## src/rtl/shifter_pkg.sv

```systemverilog
// Shared definitions for the sequential right shifter.
// Holds the FSM state encoding, default sizes and shift-kind encodings.
package shifter_pkg;

   localparam int WIDTH_DEF   = 32;
   localparam int SHAMT_W_DEF = 5;

   localparam logic SHIFT_LOGICAL = 1'b0;
   localparam logic SHIFT_ARITH   = 1'b1;

   typedef enum logic [1:0] {
      IDLE  = 2'd0,
      SHIFT = 2'd1,
      DONE  = 2'd2
   } state_e;

endpackage

```

## src/rtl/shift_step.sv

```systemverilog
// One combinational right-shift step of 0..STEP bits with a fill bit.
// Ports: data_i operand, k_i shift count, fill_i vacated-bit value,
//        data_o shifted result.
module shift_step
   import shifter_pkg::*;
#(
   parameter int WIDTH = WIDTH_DEF,
   parameter int STEP  = 1,
   parameter int KW    = $clog2(STEP + 1)
) (
   input  logic [WIDTH-1:0] data_i,
   input  logic [KW-1:0]    k_i,
   input  logic             fill_i,
   output logic [WIDTH-1:0] data_o
);

   // Bit i takes bit i+k of the operand, or the fill bit once
   // that index runs off the top.
   always_comb begin
      data_o = '0;
      for (int i = 0; i < WIDTH; i++) begin
         if (i + int'(k_i) < WIDTH) begin
            data_o[i] = data_i[i + int'(k_i)];
         end else begin
            data_o[i] = fill_i;
         end
      end
   end

endmodule

```

## src/rtl/seq_right_shifter.sv

```systemverilog
// Multi-cycle SRL/SRA unit shifting up to STEP bits per clock.
// Ports: clk, rst (sync, active high), start/in/shamt/arith request,
//        busy while shifting, done one-cycle pulse, out result register.
module seq_right_shifter
   import shifter_pkg::*;
#(
   parameter int WIDTH   = WIDTH_DEF,
   parameter int SHAMT_W = SHAMT_W_DEF,
   parameter int STEP    = 1
) (
   input  logic               clk,
   input  logic               rst,
   input  logic               start,
   input  logic [WIDTH-1:0]   in,
   input  logic [SHAMT_W-1:0] shamt,
   input  logic               arith,
   output logic               busy,
   output logic               done,
   output logic [WIDTH-1:0]   out
);

   localparam int KW = $clog2(STEP + 1);

   state_e             state_q;
   logic [WIDTH-1:0]   data_q;
   logic [WIDTH-1:0]   data_d;
   logic [SHAMT_W-1:0] cnt_q;
   logic [SHAMT_W-1:0] cnt_d;
   logic               sign_q;
   logic [WIDTH-1:0]   out_q;
   logic               busy_q;
   logic               done_q;
   logic [KW-1:0]      k;
   logic               last;

   // k = min(STEP, cnt)
   always_comb begin
      if (int'(cnt_q) < STEP) begin
         k = KW'(cnt_q);
      end else begin
         k = KW'(STEP);
      end
   end

   assign cnt_d = cnt_q - SHAMT_W'(k);
   assign last  = (int'(cnt_q) <= STEP);

   shift_step #(
      .WIDTH (WIDTH),
      .STEP  (STEP),
      .KW    (KW)
   ) u_step (
      .data_i (data_q),
      .k_i    (k),
      .fill_i (sign_q),
      .data_o (data_d)
   );

   always_ff @(posedge clk) begin
      if (rst) begin
         state_q <= IDLE;
         data_q  <= '0;
         cnt_q   <= '0;
         sign_q  <= 1'b0;
         out_q   <= '0;
         busy_q  <= 1'b0;
         done_q  <= 1'b0;
      end else begin
         done_q <= 1'b0;
         unique case (state_q)
            IDLE, DONE: begin
               if (start) begin
                  data_q <= in;
                  cnt_q  <= shamt;
                  sign_q <= arith & in[WIDTH-1];
                  if (shamt != '0) begin
                     state_q <= SHIFT;
                     busy_q  <= 1'b1;
                  end else begin
                     // Zero shift: result is the operand itself.
                     state_q <= DONE;
                     done_q  <= 1'b1;
                     out_q   <= in;
                  end
               end else begin
                  state_q <= IDLE;
               end
            end
            SHIFT: begin
               data_q <= data_d;
               cnt_q  <= cnt_d;
               if (last) begin
                  state_q <= DONE;
                  busy_q  <= 1'b0;
                  done_q  <= 1'b1;
                  out_q   <= data_d;
               end
            end
            default: begin
               state_q <= IDLE;
               busy_q  <= 1'b0;
            end
         endcase
      end
   end

   assign busy = busy_q;
   assign done = done_q;
   assign out  = out_q;

endmodule

```

## config.mk

```make
export PLATFORM = sky130hd
export DESIGN_NAME = seq_right_shifter
export DESIGN_NICKNAME = d
export VERILOG_FILES = /design/src/rtl/shifter_pkg.sv /design/src/rtl/shift_step.sv /design/src/rtl/seq_right_shifter.sv
export SDC_FILE = /design/constraint.sdc
export NUM_CORES = 1
export LEC_CHECK = 0
export CORE_MARGIN = 3
export CORE_UTILIZATION = 51
export DETAILED_ROUTE_END_ITERATION = 8
export PLACE_DENSITY = 0.92
export SLEW_MARGIN = 40
export SYNTH_ARGS = -nofsm -noshare
export SYNTH_HDL_FRONTEND = slang
export SYNTH_SLANG_ARGS = --single-unit
```

## constraint.sdc

```tcl
create_clock -name clk -period 3.8 [get_ports clk]
set_input_delay 1.14 -clock clk [delete_from_list [all_inputs] [get_ports clk]]
set_output_delay 1.14 -clock clk [all_outputs]
set_load 0.05 [all_outputs]
```

---- Word level (Yosys, flattened, before mapping) ----
Index checks and enable logic that the tools add are counted.
word-level totals
  output and inout port bits .............. 34
  register bits after elaboration ......... 74
  word-level logic and storage cells ...... 268
cells by class
  $add $sub $neg .......................... 32
  muxes and demuxes ....................... 148
  bitwise logic cells ..................... 1
  reduce and logical (&&, ||, !) cells .... 8
  order comparisons ....................... 66
  equality and inequality tests ........... 6
operator list
  operator               number
  $lt A32 B7 Y1 const B  62
  $bmux W1 S5            31
  $mux W32               4
  $pmux W32 S2           2
  $mux W1                103
  $add A5 B1 Y6 const A  16
  $add A4 B1 Y5 const A  8
  $add A3 B1 Y4 const A  4
  $lt A1 B6 Y1 const B   2
  $pmux W5 S2            1
  $ne A2 B2 Y1 const B   4
  $add A2 B1 Y3 const A  2
  $mux W2                3
  $le A5 B1 Y1 const B   1
  $lt A5 B1 Y1 const B   1
  $mux W5                1
  $reduce_bool A5 Y1     1
  $sub A5 B1 Y5          1
  $pmux W1 S2            2
  $pmux W2 S2            1
  $reduce_and A2 Y1      2
  $reduce_and A4 Y1      1
  $reduce_and A3 Y1      1
  $add A1 B1 Y2 const A  1
  other kinds (6)        6

---- Logic depth before layout (Yosys ltp) ----
  depth after elaboration ................. 9
  gate-level depth with buffers ........... 7
  depth with buffers taken out ............ 6

---- Hierarchy ----
A second synthesis with hierarchy kept.
unflattened totals
  cell total of the unflattened synthesis .. 482
  area, all modules ....................... 4,095.2 µm²
by module, submodules not included
  module             cells an instance  times used  area each (µm²)
  seq_right_shifter  446                1           3,550.9
  shift_step         36                 1           544.3

---- Least setup slack after synthesis ----
Ideal clock, no wire load.
  path type ............................... input port to flip-flop
  start point ............................. input shamt[2]
  end point ............................... register out_q[21], in the netlist out[21]
  library setup time ...................... 0.087 ns
  arrival ................................. 2.287 ns
  cell stages on the path ................. 6
  data required time ...................... 3.713 ns
  buffers on the path ..................... 2
  slack ................................... 1.426 ns
  path through ............................ nor4b_1 > a22oi_1 > or2_1 > clkbuf_1 > buf_2 > o31ai_1
on the way
  cells in the longest elaborated chain, start to end .. 3
RTL lines
  what                         RTL line                 RTL
  start: declaration           seq_right_shifter.sv:15  input logic [SHAMT_W-1:0] shamt,
  $reduce_bool A5 Y1           seq_right_shifter.sv:76  if (shamt != '0) begin
  $ne A2 B2 Y1 (no line)       --
  $reduce_and A4 Y1 (no line)  --
  end signal: assignment       seq_right_shifter.sv:83  out_q <= in;
  end signal: assignment       seq_right_shifter.sv:96  out_q <= data_d;
  end: declaration             seq_right_shifter.sv:30  logic [WIDTH-1:0] out_q;
Every way passes these cells.
A chain may end at the register's enable or synchronous reset.

---- Worst setup path in the final report ----
  start point ............................. input shamt[2]
  end point ............................... register out_q[26], in the netlist out[26]
Same word-level chain as after synthesis.

==> flow_summary.json <==
{
  "run_status": "finished clean",
  "endpoint_kind": "flip-flop",
  "yosys_warnings": 0,
  "fin_crit_sh_pct": 79.0,
  "peakVddDrop_uv": 260,
  "crit_chain": "clkdlybuf4s50_1 -> nor4b_1 -> a22oi_1 -> or2_1 -> buf_4 -> o31ai_1",
  "clk_pin_slew_ns": 0.08,
  "cts_hold_buf": 0,
  "layout.nets": 525,
  "clock_skew_ns": 0.00560,
  "critical_path.top_delay_family": "simple AND/OR/NAND/NOR gates",
  "clk_latency_ns": 0.35,
  "synthXorXnorAreaFrac_pct": 0,
  "ys_ff_latch": 74,
  "finalSetupTns_ns": 0,
  "path_depth": 6,
  "dieWidth_um": 89.7,
  "seq_area_frac_synth_pct": 41.5,
  "synth-edff-count": 0,
  "first_pass_iters": 6,
  "avgRoutedWirePerCell_um": 17.8,
  "drt-initial-drc-count": 472,
  "syn_area_per_cell_sq_um": 8.32,
  "worstHoldPathCells": 2,
  "swShare_pct": 34.0,
  "worst_slew_pin_slew_ns": 0.824,
  "ys_async_sr_fraction_pct": 0,
  "dominantRegCellSynth": "dfxtp_1",
  "slowest_delay_ns": 0.74,
  "cts_tree": "done",
  "intPower_w": 0.00144,
  "synthAdderAreaFrac_pct": 0.351,
  "synth_top_family_by_area": "compound AO/OA/AOI/OAI gates",
  "dpl.hpwl_um": 6520,
  "reg2regPathDepth": 6,
  "synth.most_common_cell": "dfxtp_1",
  "max-slew-margin-rel_pct": 44.3,
  "cts_root_buf": "clkbuf_8",
  "synth_cell_types": 32,
  "netlist_instances": 429,
  "drt-total-wl_um": 10400,
  "via_per_inst": 6.39,
  "yosysTopAreaCell": "dfxtp_1",
  "cellPowerDensity_mw_per_mm2": 475,
  "io_pins": 75,
  "num_vias": 3713,
  "combPwrFrac_pct": 27.2,
  "power.switching_w": 0.000743,
  "core_region_area_sq_mm": 0.00657,
  "drc": 0,
  "yosysTopAreaCellShare_pct": 41.5,
  "synthTopCellsByCount": "dfxtp_1 (74), clkbuf_1 (40), nand2_1 (40), nor2_1 (39), nand2b_1 (35)",
  "startpoint_type": "input pin",
  "die_h_um": 89.7,
  "cts_resized": 0,
  "cts_max_path_buffers": 2,
  "cp_num_buf_inv": 2,
  "grt_pass1_wl_um": 17000,
  "area_growth_syn_to_layout_pct": 29.0,
  "grt-busiest-layer": "met2",
  "max-cap-violations": 0,
  "synth_nets": 471,
  "slew_violations": 0,
  "gp_congestion": 0.801,
  "synth_simple_gate_area_share_pct": 22.0,
  "rsz0062_at_grt": "no",
  "start_util_pct": 54.4,
  "postCtsSetupBuffers": 0,
  "rows": 29,
  "worstPathArrival_ns": 3.26,
  "muxShareOfSynthArea_pct": 0.315,
  "power_frac_clock_pct": 31.8,
  "seqPwrFrac_pct": 41.1,
  "antenna-diode-count": 0,
  "hold_viol": 0,
  "ant_nets": 0,
  "use_met1_pct": 34.8,
  "p_leak_nw": 1.62,
  "htree_levels": 3,
  "grt.total_usage_pct": 27.2,
  "place_area_sq_mm": 0.00438,
  "synth-compound-area-share_pct": 30.5,
  "slowest_stage": "nor4b_1",
  "setup_viol": 0,
  "met2_usage_pct": 43.3,
  "netlist_top_cells_area": "dfxtp_1 (42%), a221oi_1 (7.4%), a22oi_1 (6.9%), o31ai_1 (6.5%), nand2b_1 (6.1%)",
  "critical_path_class": "in2reg",
  "critPathMaxFanout": 19,
  "design_area_sq_mm": 0.00460,
  "drive_above_1_share_pct": 7.38,
  "grt_util_met3_pct": 4.84,
  "die_area_sq_mm": 0.00804,
  "io_buffers": 74,
  "synth_area_sq_mm": 0.00357,
  "antenna_found_initial": 0,
  "cts-buffers-inserted": 9,
  "fmax_mhz": 333,
  "grt_max_degree": 55,
  "critPathRequiredTime_ns": 4.05,
  "hold_class": "reg2reg",
  "overflow": 0,
  "clock_sinks": 74,
  "timing.final.crit_period_ns": 3.00,
  "first_global_vias": 3587
}
-- metal layers --
metal  wire (um)  vias up  part of all wire (%)
li1            -     1694                     -
met1        4060     1728                    39
met2        4850      244                    47
met3        1020       47                   9.8
met4         415        0                   4.0
met5           0        -                     0
-- metrics by stage --
stage / util [%] / hold slack [ns] / instances / setup slack, ns / power, W
floorplan: - / 0.445 / 429 / 1.43 / 0.00129
detailed placement: 66.6 / 0.440 / 565 / 0.541 / 0.00149
global route: 70.1 / 0.484 / 581 / 0.715 / 0.00227
CTS: 70.1 / 0.460 / 581 / 0.830 / 0.00218
global placement: 66.6 / 0.436 / 565 / 0.631 / 0.00147
finish: 70.1 / 0.455 / 581 / 0.797 / 0.00219
-- layout make-up --
cell class | instances | area [sq um]
Multi-Input combinational cell | 306 | 1930
Clock buffer | 10 | 138
Inverter | 6 | 22.5
Sequential cell | 74 | 1480
Clock inverter | 6 | 90.1
Tap cell | 93 | 116
Timing Repair Buffer | 86 | 826
Fill cell | 504 | 1960
-- power by group through the flow --
| stage | logic (W) | registers, W | clock network, W |
|---|---|---|---|
| floorplan | 0.000295 | 0.000994 | 0 |
| global placement | 0.000564 | 0.000907 | 0 |
| detailed placement | 0.000579 | 0.000912 | 0 |
| CTS | 0.000587 | 0.000896 | 0.000700 |
| global route | 0.000638 | 0.000906 | 0.000726 |
| finish | 0.000594 | 0.000897 | 0.000694 |
-- worst min-delay path: stages (launching register included) --
cell and delay (ns):
dfxtp_1 0.31, nand2_1 0.05, o31ai_1 0.05
-- final timing paths --
check / start / to / slack (ns)
worst min-delay path: out[4] / out[4] / 0.46
worst max-delay path: shamt[2] / out[26] / 0.80
worst min register to register: out[4] / out[4] / 0.46
worst max register to register: state_q[0] / data_q[25] / 1.25
-- registers in the layout (all words and copies together) (netlist names) --
| name | flops |
|---|---|
| busy | 1 |
| cnt_q | 5 |
| data_q | 32 |
| done | 1 |
| out | 32 |
| sign_q | 1 |
| state_q | 2 |
-- layout by cell type, fill, tap and decap left out, types with 29 or more instances in the layout --
master           instances
dfxtp_1                 74
clkdlybuf4s50_1         73
nand2_1                 40
nor2_1                  39
nand2b_1                35
a22oi_1                 33
o22ai_1                 32
o31ai_1                 31
nor2b_1                 29
a221oi_1                29
-- kinds of logic after synthesis --
logic type / Yosys count
AND/OR/NAND/NOR: 155
AO/OA/AOI/OAI: 149
flip-flops: 74
buffers and inverters: 49
multiplexers: 1
adder cells (fa/ha/maj): 1
No activity file was read; power rests on OpenSTA's default activity.
